`config.mk`:
```
export PLATFORM = sky130hd
export DESIGN_NAME = id_branch_ctrl
export DESIGN_NICKNAME = d
export VERILOG_FILES = /design/src/rtl/id_branch_ctrl.sv
export SDC_FILE = /design/constraint.sdc
export NUM_CORES = 1
export LEC_CHECK = 0
export CAP_MARGIN = 40
export CORE_MARGIN = 2
export CORE_UTILIZATION = 37
export DETAILED_ROUTE_END_ITERATION = 7
export GPL_TIMING_DRIVEN = 0
export PLACE_DENSITY = 0.87
export SYNTH_ARGS = -nofsm -noshare
export SYNTH_HDL_FRONTEND = slang
export SYNTH_SLANG_ARGS = --single-unit
export TNS_END_PERCENT = 1
```
`constraint.sdc`:
```
create_clock -name clk -period 3.2 [get_ports clk]
set_input_delay 0.64 -clock clk [delete_from_list [all_inputs] [get_ports clk]]
set_output_delay 0.64 -clock clk [all_outputs]
set_load 0.02 [all_outputs]
```
`src/rtl/id_branch_ctrl.sv`:
```
// ---------------------------------------------------------------------------
// id_branch_ctrl
// ID-stage sequencer for conditional branches. Drives the comparator op code,
// holds PC and IF/ID while forwarded operands are pending, samples the
// comparator zero flag and issues a one-cycle redirect (PC select plus IF
// flush) when the branch is taken.
//
// Optional feature: define BRANCH_STATS_EN to enable the stat_br, stat_taken
// and stat_stall event counters. When it is undefined, the three ports remain
// and are tied to zero.
// ---------------------------------------------------------------------------
module id_branch_ctrl #(
   parameter int WAIT_LIMIT = 4,   // max consecutive WAIT cycles (1..15)
   parameter int CNT_W      = 4    // wait counter width, must hold WAIT_LIMIT
) (
   input  logic        clk,
   input  logic        rst,
   input  logic        br_valid,
   input  logic [2:0]  br_funct3,
   input  logic        opnd_ready,
   input  logic        cmp_zero,
   output logic [4:0]  cmp_op,
   output logic        stall_if_id,
   output logic        pc_sel_branch,
   output logic        flush_if,
   output logic        br_done,
   output logic        br_taken,
   output logic        br_illegal,
   output logic        br_timeout,
   output logic [31:0] stat_br,
   output logic [31:0] stat_taken,
   output logic [31:0] stat_stall
);

   typedef enum logic [1:0] {
      S_IDLE,
      S_WAIT,
      S_RESOLVE
   } state_t;

   state_t             state;
   logic [CNT_W-1:0]   wait_cnt;
   logic               taken_q;
   logic               illegal_q;
   logic               take;
   logic               reserved;

   // Comparator op code decoded from funct3; quiet when no branch is in ID.
   always_comb begin
      // NOTE: every always_comb output gets a default first so no path can infer a latch.
      cmp_op = 5'b00000;
      if (br_valid) begin
         case (br_funct3)
            3'b000, 3'b001: cmp_op = 5'b00011;
            3'b100:         cmp_op = 5'b00101;
            3'b101:         cmp_op = 5'b01010;
            3'b110:         cmp_op = 5'b00110;
            3'b111:         cmp_op = 5'b01011;
            default:        cmp_op = 5'b00000;
         endcase
      end
   end

   // Branch outcome from the zero flag; only BNE inverts it, reserved funct3 never takes.
   always_comb begin
      reserved = (br_funct3 == 3'b010) || (br_funct3 == 3'b011);
      take     = 1'b0;
      if (!reserved) begin
         take = (br_funct3 == 3'b001) ? ~cmp_zero : cmp_zero;
      end
   end

   // Hold PC and IF/ID while a branch is accepted but not yet resolved.
   always_comb begin
      stall_if_id = (state == S_WAIT) || ((state == S_IDLE) && br_valid);
   end

   // Branch sequencing FSM with registered resolve outputs.
   always_ff @(posedge clk or posedge rst) begin
      if (rst) begin
         state      <= S_IDLE;
         wait_cnt   <= '0;
         taken_q    <= 1'b0;
         illegal_q  <= 1'b0;
         br_done    <= 1'b0;
         br_timeout <= 1'b0;
      end else begin
         // NOTE: sequential state uses non-blocking assignments so every register samples pre-edge values.
         br_done <= 1'b0;
         case (state)
            S_IDLE: begin
               if (br_valid) begin
                  if (opnd_ready) begin
                     taken_q   <= take;
                     illegal_q <= reserved;
                     br_done   <= 1'b1;
                     state     <= S_RESOLVE;
                  end else begin
                     wait_cnt <= CNT_W'(1);
                     state    <= S_WAIT;
                  end
               end
            end
            S_WAIT: begin
               if (!br_valid) begin
                  // Upstream killed the branch: abandon it silently.
                  wait_cnt <= '0;
                  state    <= S_IDLE;
               end else if (opnd_ready) begin
                  taken_q   <= take;
                  illegal_q <= reserved;
                  br_done   <= 1'b1;
                  state     <= S_RESOLVE;
               end else if (wait_cnt == CNT_W'(WAIT_LIMIT)) begin
                  // Operands never arrived: resolve not-taken and flag it.
                  taken_q    <= 1'b0;
                  illegal_q  <= 1'b0;
                  br_timeout <= 1'b1;
                  br_done    <= 1'b1;
                  state      <= S_RESOLVE;
               end else begin
                  wait_cnt <= wait_cnt + CNT_W'(1);
               end
            end
            S_RESOLVE: begin
               // br_valid here belongs to the branch now leaving ID.
               taken_q   <= 1'b0;
               illegal_q <= 1'b0;
               wait_cnt  <= '0;
               state     <= S_IDLE;
            end
            default: begin
               state <= S_IDLE;
            end
         endcase
      end
   end

   assign br_taken      = taken_q;
   assign pc_sel_branch = taken_q;
   assign flush_if      = taken_q;
   assign br_illegal    = illegal_q;

`ifdef BRANCH_STATS_EN
   // Free-running event counters, wrapping at 2^32.
   always_ff @(posedge clk or posedge rst) begin
      if (rst) begin
         stat_br    <= 32'h0;
         stat_taken <= 32'h0;
         stat_stall <= 32'h0;
      end else begin
         if (br_done) begin
            stat_br <= stat_br + 32'd1;
         end
         if (br_done && taken_q) begin
            stat_taken <= stat_taken + 32'd1;
         end
         if (stall_if_id) begin
            stat_stall <= stat_stall + 32'd1;
         end
      end
   end
`else
   assign stat_br    = 32'h0;
   assign stat_taken = 32'h0;
   assign stat_stall = 32'h0;
`endif

endmodule

```
After elaboration in Yosys (flattened, before gate mapping). Index checks and enable logic that the tools add are counted.

Register bits: 10. Output and inout bits: 108. Logic and storage cells: 71.

Add/sub/neg operators: 1. Eq/ne operators: 18. Multiplexer cells: 33. Bitwise logic cells: 2. Reduce and logical (&&, ||, !) cells: 11.

Operator list (number): 2-to-1 mux 4 bit (6); one-hot mux 4 bit (5 select lines) (1); 2-to-1 mux 1 bit (16); equality test 3 bit (second input constant) (4); one-hot mux 4 bit (3 select lines) (1); 2-to-1 mux 2 bit (5); AND reduction 5 bit (2); != test 2 bit (second input constant) (4); equality test 3 x 2 -> 1 bit (second input constant) (2); != test 3 bit (second input constant) (2); one-hot mux 1 bit (3 select lines) (2); adder 4 x 1 -> 4 bit (second input constant) (1); equality test 4 x 3 -> 1 bit (second input constant) (1); != test 4 x 3 -> 1 bit (second input constant) (1); one-hot mux 2 bit (2 select lines) (1); AND reduction 4 bit (1); equality test 3 x 1 -> 1 bit (second input constant) (1); zero test 3 bit (1); != test 3 x 2 -> 1 bit (second input constant) (1); nonzero test 3 bit (1); equality test 2 x 1 -> 1 bit (second input constant) (1); equality test 2 bit (second input constant) (1); zero test 2 bit (1); logical OR 1 bit (2); 5 further kinds (6).

Logic depth before layout (Yosys ltp).
Depth in word-level cells: 6. Depth in mapped cells: 7. Mapped depth without buffers: 6.

Worst setup path after synthesis. OpenSTA, ideal clock, no wires.

Path type: input to output. Start: input port br_valid. End: output port cmp_op[1]. Arrival time: 1.195 ns. Data required time: 2.560 ns. Slack: 1.365 ns. Cell stages on the path: 3. Path buffers: 1. Cell sequence: buf_2 -> nand2_1 -> a21oi_1.

Longest elaborated chain between the ends: 1.

RTL lines: start: declaration (line 18) `input logic br_valid,`; 2-to-1 mux 4 bit (line 52) `if (br_valid) begin`; end: declaration (line 22) `output logic [4:0] cmp_op,`.

Every way passes these cells.

Worst setup path in the final report. Ends and elaborated chain as after synthesis.

==> run metrics <==
CP max FO 10; CTS tree done; most used cell, CP clkdlybuf4s50_1; HP Class flop to flop; ant diodes 0; Slowest-stage cell, CP clkdlybuf4s50_1; vias in the first global route between 900 and 1000; die width about 68 um; synthesis-stage register bit count 10; final setup TNS 0 ns; status finished clean; drt pass-1 iters 4; Port-buffer cells 18; RSZ-0062 raised after global routing no; FF-to-FF path depth 7; die height 68.2 um; worst endpoint required time 2.56 ns; largest net degree at the start of global routing 11; core footprint 3970 um2; Top FF cell, synth dfrtp_1; antenna-violating nets left 0; crit start category primary input; # resized after CTS 0; post-detail-place hpwl about 2.4 mm; syn avg cell area 8.24 um2; Design Power approximately 0.95 mW; post-route core utilization 0.546; worst r2r dst br_taken; post-layout min period around 2.8 ns; most common library cells after synthesis buf_4 (99), dfrtp_1 (10), nor2_1 (8), inv_1 (7), ha_1 (6); Worst Slack Setup Final 0.363 ns; Mapped Cells ~190; Cell Chain, Critical Path clkdlybuf4s50_1 > buf_2 > nand2_1 > a21oi_1 > clkdlybuf4s50_1; FF-to-FF setup slack 1.43 ns; WL per Instance 7.51 um; Rows 23; synth-to-layout area growth 42.2%; Post-synth EDFFs 0; share of cells above drive strength 1 0.371; Pleak 1.32 nW; hold worst-path end br_timeout; top-count cell post-synth buf_4; worst-skew pair later-pin latency 0.24 ns; CTS max path bufs 2; critical path type primary input to output pin; Overall Global Routing Usage 0.112; post-CTS setup buffer count 0; Slew Viols, Final 0; Reg-to-Reg Start wait_cnt[0]; Arrival @ worst endpoint 2.20 ns; # nets final 318; Num Clock Sinks 10; Cells after DPL 349; synth top area cells buf_4 (49%), dfrtp_1 (16%), ha_1 (4.9%); register area share after synthesis 0.164; starting DRC count in detailed routing 19; MaxCap Viol Count 0; Routed WL 2.64 mm; Setup-failing EPs final 0; synthesized area 1530 um2; Tcrit/Tclk final 0.886; synth unique cells 36; Setup WS pre-CTS around 0.35 ns; worst hold start br_timeout; final design instance area without fill 2170 um2; Hold-fix buffers, CTS 0; Min Hold Slack 0.463 ns; RePlAce Congestion 0.842; WHS Path Cells 2; power per cell area 438 nW/um2; Avg Vias per Cell between 3 and 4; Final Hold Vio Count 0; first-pass GRT wire length ~4.0 mm; Yosys top cell by area buf_4; type of destination of the critical path output pin; Vias 1181; Placement Cell Area between 2000 and 2500 um2; Die Area 4650 um2; non-filler instance count after layout 352; number of H-tree levels 1; TritonCTS buffer count 3; async set or reset register ratio after synthesis 1.00; Peak Freq approximately 350 MHz; peak supply drop 0.146 mV; critical path's largest stage delay 0.62 ns; post-route DRC violation count 0; Clk pin slew, worst setup/hold paths 0.04 ns; Synth Warn # 0; Clock Tree Root clkbuf_8; share of the synthesized area in the top cell type 0.487; grt ovf 0; clock skew 0.00375 ns; Top Ports 116; Initial Utilization 0.384; antenna violations before repair 0
power breakdown:
group | internal (mW) | switching (mW)
clock | 0.0822 | 0.0477
sequential | 0.160 | 0.0350
combinational | 0.288 | 0.336
worst max path at each step:
| stage | from | endpoint | slack [ns] | cells past startpoint |
|---|---|---|---|---|
| 4_1_cts | br_valid | cmp_op[1] | 0.35 | 5 |
| 6_report | br_valid | cmp_op[1] | 0.36 | 5 |
| 2_1_floorplan | br_valid | cmp_op[1] | 1.37 | 3 |
| 3_3_place_gp | br_valid | cmp_op[1] | 0.36 | 5 |
| 5_1_grt | br_valid | cmp_op[1] | 0.23 | 5 |
| 3_5_place_dp | br_valid | cmp_op[1] | 0.35 | 5 |
per-layer routing:
| layer | vias to the layer above | routed length [um] | GRT usage |
|---|---|---|---|
| met5 | - | 0 | 0 |
| met4 | 0 | 53 | 0.0675 |
| met3 | 5 | 273 | 0.0214 |
| met2 | 58 | 1370 | 0.203 |
| met1 | 483 | 942 | 0.119 |
| li1 | 635 | - | - |
area by class of cell:
cell class              count  area (um2)
fillers                   391        1800
plain buffers             103         769
repair buffers             18         180
multi-input cells         161         840
well taps                  50        62.6
flip-flops and latches     10         250
inverters                   7        26.3
clock buffers               3        41.3
state kept, by name, indices dropped and copies added (netlist names):
signal	flops
br_done	1
br_illegal	1
br_taken	1
br_timeout	1
state	2
wait_cnt	4
cell usage in the layout (no fill, tap or decap), types with 4 or more instances in the layout:
cell type and instances:
a21oi_1 4, buf_4 99, clkdlybuf4s50_1 18, conb_1 97, dfrtp_1 10, ha_1 6, inv_1 7, nand2_1 5
nand2b_1 4, nor2_1 8
cells by family after synthesis:
logic type / after synthesis / share of synthesized area
XOR/XNOR: 1 / 0.00574
AND/OR/NAND/NOR: 32 / 0.124
multiplexers: 3 / 0.0263
AO/OA/AOI/OAI: 22 / 0.107
flip-flops: 10 / 0.164
adder cells (fa/ha/maj): 6 / 0.0492
buffers and inverters: 110 / 0.522
other: 1 / 0.00246
worst max-delay path, delay by kind of cell:
family | cells | cell delay, ns
AND/OR/NAND/NOR | 1 | 0.07
AO/OA/AOI/OAI | 1 | 0.11
buffers and inverters | 3 | 1.38
No activity file was read; power rests on OpenSTA's default activity.
